--- config.mk ---
export PLATFORM = sky130hd
export DESIGN_NAME = matrix_mult_sequencer
export DESIGN_NICKNAME = d
export VERILOG_FILES = /design/src/rtl/matrix_mult_sequencer.sv
export SDC_FILE = /design/constraint.sdc
export NUM_CORES = 1
export LEC_CHECK = 0
export ABC_AREA = 1
export BUFFER_PORTS_ARGS = -buffer_cell sky130_fd_sc_hd__buf_4
export CAP_MARGIN = 10
export CORE_MARGIN = 4
export CORE_UTILIZATION = 64
export CTS_CLUSTER_SIZE = 24
export DETAILED_ROUTE_END_ITERATION = 12
export GPL_ROUTABILITY_DRIVEN = 0
export HOLD_SLACK_MARGIN = 0.05
export PLACE_DENSITY_LB_ADDON = 0.2
export SYNTH_ARGS = -nofsm -noshare
export SYNTH_HDL_FRONTEND = slang
export SYNTH_SLANG_ARGS = --single-unit
--- constraint.sdc ---
create_clock -name clk -period 11.1 [get_ports clk]
set_input_delay 0.555 -clock clk [delete_from_list [all_inputs] [get_ports clk]]
set_output_delay 0.555 -clock clk [all_outputs]
set_load 0.02 [all_outputs]
--- src/rtl/matrix_mult_sequencer.sv ---
// Sequences a 2x2 by 2x2 8-bit matrix multiply through one shared 8x8 multiplier.
// Define MATRIX_MULT_SEQ_SATURATE_EN to saturate products and sums at 8'hFF instead of wrapping.
module matrix_mult_sequencer (
   input  logic        clk,
   input  logic        rst,
   input  logic        in_valid,
   output logic        in_ready,
   input  logic [31:0] a,
   input  logic [31:0] b,
   output logic        out_valid,
   input  logic        out_ready,
   output logic [31:0] c,
   output logic        busy
);

   typedef enum logic [1:0] {IDLE, MUL, ADD, DONE} state_t;

   state_t      state;
   logic [31:0] a_q;
   logic [31:0] b_q;
   logic [63:0] p;
   logic [2:0]  idx;

   // idx[2] picks the A row, idx[1] the B column and idx[0] the inner term.
   logic [1:0]  a_sel;
   logic [1:0]  b_sel;
   logic [7:0]  op_a;
   logic [7:0]  op_b;
   logic [7:0]  prod;

   assign a_sel = {idx[2], idx[0]};
   assign b_sel = {idx[0], idx[1]};
   assign op_a  = a_q[8*a_sel +: 8];
   assign op_b  = b_q[8*b_sel +: 8];

`ifdef MATRIX_MULT_SEQ_SATURATE_EN
   logic [15:0] prod_full;
   assign prod_full = op_a * op_b;
   assign prod      = (prod_full[15:8] != 8'h00) ? 8'hFF : prod_full[7:0];

   function automatic logic [7:0] pair_add(input logic [7:0] x, input logic [7:0] y);
      logic [8:0] s;
      s = {1'b0, x} + {1'b0, y};
      return s[8] ? 8'hFF : s[7:0];
   endfunction
`else
   assign prod = op_a * op_b;

   function automatic logic [7:0] pair_add(input logic [7:0] x, input logic [7:0] y);
      return x + y;
   endfunction
`endif

   always_ff @(posedge clk or posedge rst) begin
      if (rst) begin
         state     <= IDLE;
         in_ready  <= 1'b1;
         out_valid <= 1'b0;
         busy      <= 1'b0;
         c         <= '0;
         p         <= '0;
         idx       <= '0;
         a_q       <= '0;
         b_q       <= '0;
      end else begin
         case (state)
            IDLE: begin
               if (in_valid) begin
                  a_q      <= a;
                  b_q      <= b;
                  idx      <= '0;
                  in_ready <= 1'b0;
                  busy     <= 1'b1;
                  state    <= MUL;
               end
            end
            MUL: begin
               p[8*idx +: 8] <= prod;
               idx           <= idx + 3'd1;
               if (idx == 3'd7) begin
                  state <= ADD;
               end
            end
            ADD: begin
               c <= {pair_add(p[55:48], p[63:56]),
                     pair_add(p[39:32], p[47:40]),
                     pair_add(p[23:16], p[31:24]),
                     pair_add(p[7:0],   p[15:8])};
               busy      <= 1'b0;
               out_valid <= 1'b1;
               state     <= DONE;
            end
            DONE: begin
               if (out_ready) begin
                  out_valid <= 1'b0;
                  in_ready  <= 1'b1;
                  state     <= IDLE;
               end
            end
            default: begin
               state <= IDLE;
            end
         endcase
      end
   end

endmodule

==> results.rst <==
.. list-table::
   :header-rows: 1

   * - Metric
     - Value
   * - Result of the run
     - completed
   * - Worst endpoint data arrival time
     - 5.78 ns
   * - Residual overflow from global routing
     - 0
   * - Synthesized area per cell
     - 7.87 um2
   * - Category of the worst setup path launch point
     - register
   * - Number of I/O pins
     - 103
   * - Skew-Pair Late Insertion Delay
     - 0.43 ns
   * - Area of the mapped netlist
     - 0.00936 mm2
   * - Floorplan die width
     - 129 um
   * - Part of the total power dissipated in sequential elements
     - 0.275
   * - Initial antenna violation count
     - 0
   * - NumNets Final
     - 1,420
   * - Count of flip-flops with a built-in enable after synthesis
     - 0
   * - Maximum number of pins on one net before global-route repair
     - 99
   * - Number of I/O port buffers
     - 102
   * - Summed negative setup slack over all endpoints
     - 0 ns
   * - Areal power density over the cells
     - 340 mW/mm2
   * - Detailed-route wire length
     - 20.6 mm
   * - Total global routing track utilization
     - 0.260
   * - Gate power share
     - 0.581
   * - CTS Buf Count
     - 17
   * - Net count after synthesis
     - 1,329
   * - Relative max-transition margin
     - 0.408
   * - Post-synth top flop
     - dfrtp_1
   * - Transition time at the pin with the least slew margin
     - 0.888 ns
   * - Clk network pwr share
     - 0.145
   * - Drt first pass iters
     - 7
   * - Number of DRC violations after detailed-routing iteration 0
     - 487
   * - Setup repair after global routing missed its margin
     - no
   * - Distinct cell type count after synthesis
     - 41
   * - Number of warnings printed during yosys synthesis
     - 0
   * - Element type at the critical path end
     - register
   * - Crit Path Max Fanout
     - 21
   * - DP Area
     - 0.0102 mm2
   * - Clock Tree Root
     - clkbuf_16
   * - Global-route wire length before repair
     - 34.5 mm
   * - Multi-input combinational cell area
     - 0.00444 mm2
   * - Die outline area
     - 0.0166 mm2
   * - Max-slew violation count
     - 0
   * - Sink count of the clock tree
     - 168
   * - P&R area growth vs syn
     - 14.3%
   * - Post-route cell area
     - 0.0107 mm2
   * - Post-route DRC violation count
     - 0
   * - Synthesized instance count
     - 1,190
   * - Setup bufs post-CTS
     - 0
   * - CTS tree
     - done
   * - Post-placement setup slack
     - 5.70 ns
   * - Clock transition at the registers of the reported paths
     - 0.06 ns
   * - Post-cts repair resize count
     - 0
   * - Avg Vias per Cell
     - 5.28
   * - Estimated wirelength of the detail-placed design
     - 15.1 mm
   * - Number of endpoints failing setup at the final stage
     - 0
   * - Count of state elements after synthesis
     - 168
   * - Fraction of the yosys area taken by sequential cells
     - 0.449
   * - Worst path max stage delay
     - 0.89 ns
   * - Count of filler cells inserted in the layout
     - 1,097
   * - Worst clock skew on the final layout
     - 0.00711 ns
   * - Cell repeated most along the worst path
     - nand2_1
   * - Count of antenna diodes in the layout
     - 0
   * - Die Span Y
     - 129 um
   * - Switching Share
     - 0.480
   * - Cell at the slowest stage of the critical path
     - dfrtp_1
   * - Setup slack of the critical path after layout
     - 5.64 ns
   * - Worst IR drop on VDD
     - 268 uV
   * - Switching pwr
     - 1.75 mW
   * - Area inside the core boundary
     - 0.0141 mm2
   * - Leakage power total
     - 5.82 nW
   * - Routed wire length per instance
     - 14.0 um
   * - Number of antenna-violating nets in the routed design
     - 0
   * - P_int
     - 1.89 mW
   * - CTS H-tree lvls
     - 4
   * - Floorplan row count
     - 43
   * - Sequential Area
     - 0.00421 mm2
   * - Starting density of the core
     - 0.664
   * - Sum of buffers and inverters on the critical path
     - 4
   * - Vias in the first global route
     - 7,403
   * - Fmax
     - 183 MHz
   * - Max Buffers Root-to-Sink
     - 2
   * - Data required, critical path
     - 11.42 ns
   * - Kind of cell adding the most delay to the critical path
     - adder cells
   * - Class of the tightest hold or removal check
     - primary input to async pin
   * - Post-CTS Hold Buffers
     - 0
   * - Number of hold violations in the final report
     - 0
   * - Crit Path Class
     - register to register
   * - Number of vias after detailed routing
     - 7,760
   * - Post-route clock period utilization
     - 0.492
   * - Async set-or-reset flop fraction in the synthesized netlist
     - 1.00
   * - Proportion of layout cells with a drive suffix above 1
     - 0.129
   * - Number of max-capacitance violations reported
     - 0
   * - Shortest period the worst path allows
     - 5.46 ns
Yosys cell counts (2+ instances only):
cell type	number	area share
nand2_1	482	0.19
dfrtp_1	167	0.45
inv_1	124	0.050
o21ai_0	81	0.043
nor2_1	68	0.027
ha_1	55	0.074
nand3_1	50	0.027
a21oi_1	30	0.016
clkbuf_1	20	0.0080
fa_1	16	0.034
xor2_1	12	0.011
nor3_1	10	0.0053
or2_2	10	0.0067
buf_6	6	0.0072
clkinv_1	6	0.0024
xnor2_1	6	0.0056
nand3_2	5	0.0053
nand2_2	4	0.0027
o31ai_1	4	0.0032
a211oi_1	3	0.0024
buf_1	3	0.0012
nor2_2	3	0.0020
buf_2	2	0.0011
buf_8	2	0.0032
mux2_2	2	0.0024
mux2i_1	2	0.0021
nand3b_1	2	0.0016
o21a_1	2	0.0016
flip-flops by register name, indices dropped and copies added (netlist names):
signal,flops
state,2
p,64
busy,1
out_valid,1
c,32
b_q,32
idx,3
in_ready,1
a_q,32
cell families (layout without fill, tap and decap cells):
family,count (synthesis),count (layout),synth area share
compound gates,121,121,0.0672
flops,168,168,0.449
buf+inv,168,269,0.0770
xor+xnor,18,18,0.0168
simple gates,640,640,0.277
mux,4,4,0.00454
fa+ha+maj,71,71,0.108
area by class of cell:
type,count,share of cell area
repair buffers,107,0.0751
flip-flops and latches,168,0.393
well taps,180,0.0211
multi-input cells,854,0.415
inverters,133,0.0483
clock inverters,7,0.00456
clock buffers,22,0.0434
path summary, 6_finish.rpt:
check	start	to	slack, ns	cells past startpoint
max in group asynchronous	rst	b_q[11]	9.44	3
min	rst	c[12]	0.25	2
max reg2reg	idx[1]	p[39]	5.64	28
max	idx[1]	p[39]	5.64	28
min reg2reg	c[8]	c[8]	0.47	2
min in group clk	out_ready	out_valid	0.30	2
power by group through the flow:
stage                     Combinational [mW]  Sequential, mW  Clock (mW)
final                                   2.11           0.998       0.526
after floorplan                         1.55            1.01           0
after global placement                  1.99           0.994           0
after CTS                               2.11           0.995       0.533
after global routing                    2.39            1.02       0.557
after detailed placement                2.08            1.00           0
placed cells by master (no fill, tap or decap), types with 3 or more instances in the layout:
cell type	synthesis	final
nand2_1	482	482
dfrtp_1	167	167
inv_1	124	122
buf_4	1	107
o21ai_0	81	81
nor2_1	68	68
ha_1	55	55
nand3_1	50	50
a21oi_1	30	30
clkbuf_16	0	17
fa_1	16	16
xor2_1	12	12
or2_2	10	10
nor3_1	10	10
xnor2_1	6	6
clkinv_1	6	6
nand3_2	5	5
o31ai_1	4	4
nand2_2	4	4
clkinvlp_4	0	4
a211oi_1	3	3
inv_6	1	3
nor2_2	3	3
clkbuf_1	20	3
per-layer routing:
metal	global-route usage	wire [um]	vias to the layer above
li1	-	-	3902
met1	0.340	8890	3580
met2	0.432	10100	224
met3	0.0448	961	54
met4	0.108	666	0
met5	0	0	-
worst reg2reg max path: cells and delay by family, from the launching register on:
kind	cells	cell delay [ns]
simple gates	17	1.43
buf+inv	4	0.18
flops	1	0.89
compound gates	1	0.22
fa+ha+maj	5	2.34
mux	1	0.27
through the flow:
step,std cells,hold slack [ns],power [mW],utilization
finish,1471,0.255,3.63,0.759
detailed placement,1442,0.464,3.08,0.723
global placement,1442,0.457,2.99,0.723
CTS,1471,0.288,3.64,0.759
global route,1471,0.285,3.97,0.759
floorplan,1190,0.446,2.56,-
Note: power is estimated with default switching activity, not from simulation.
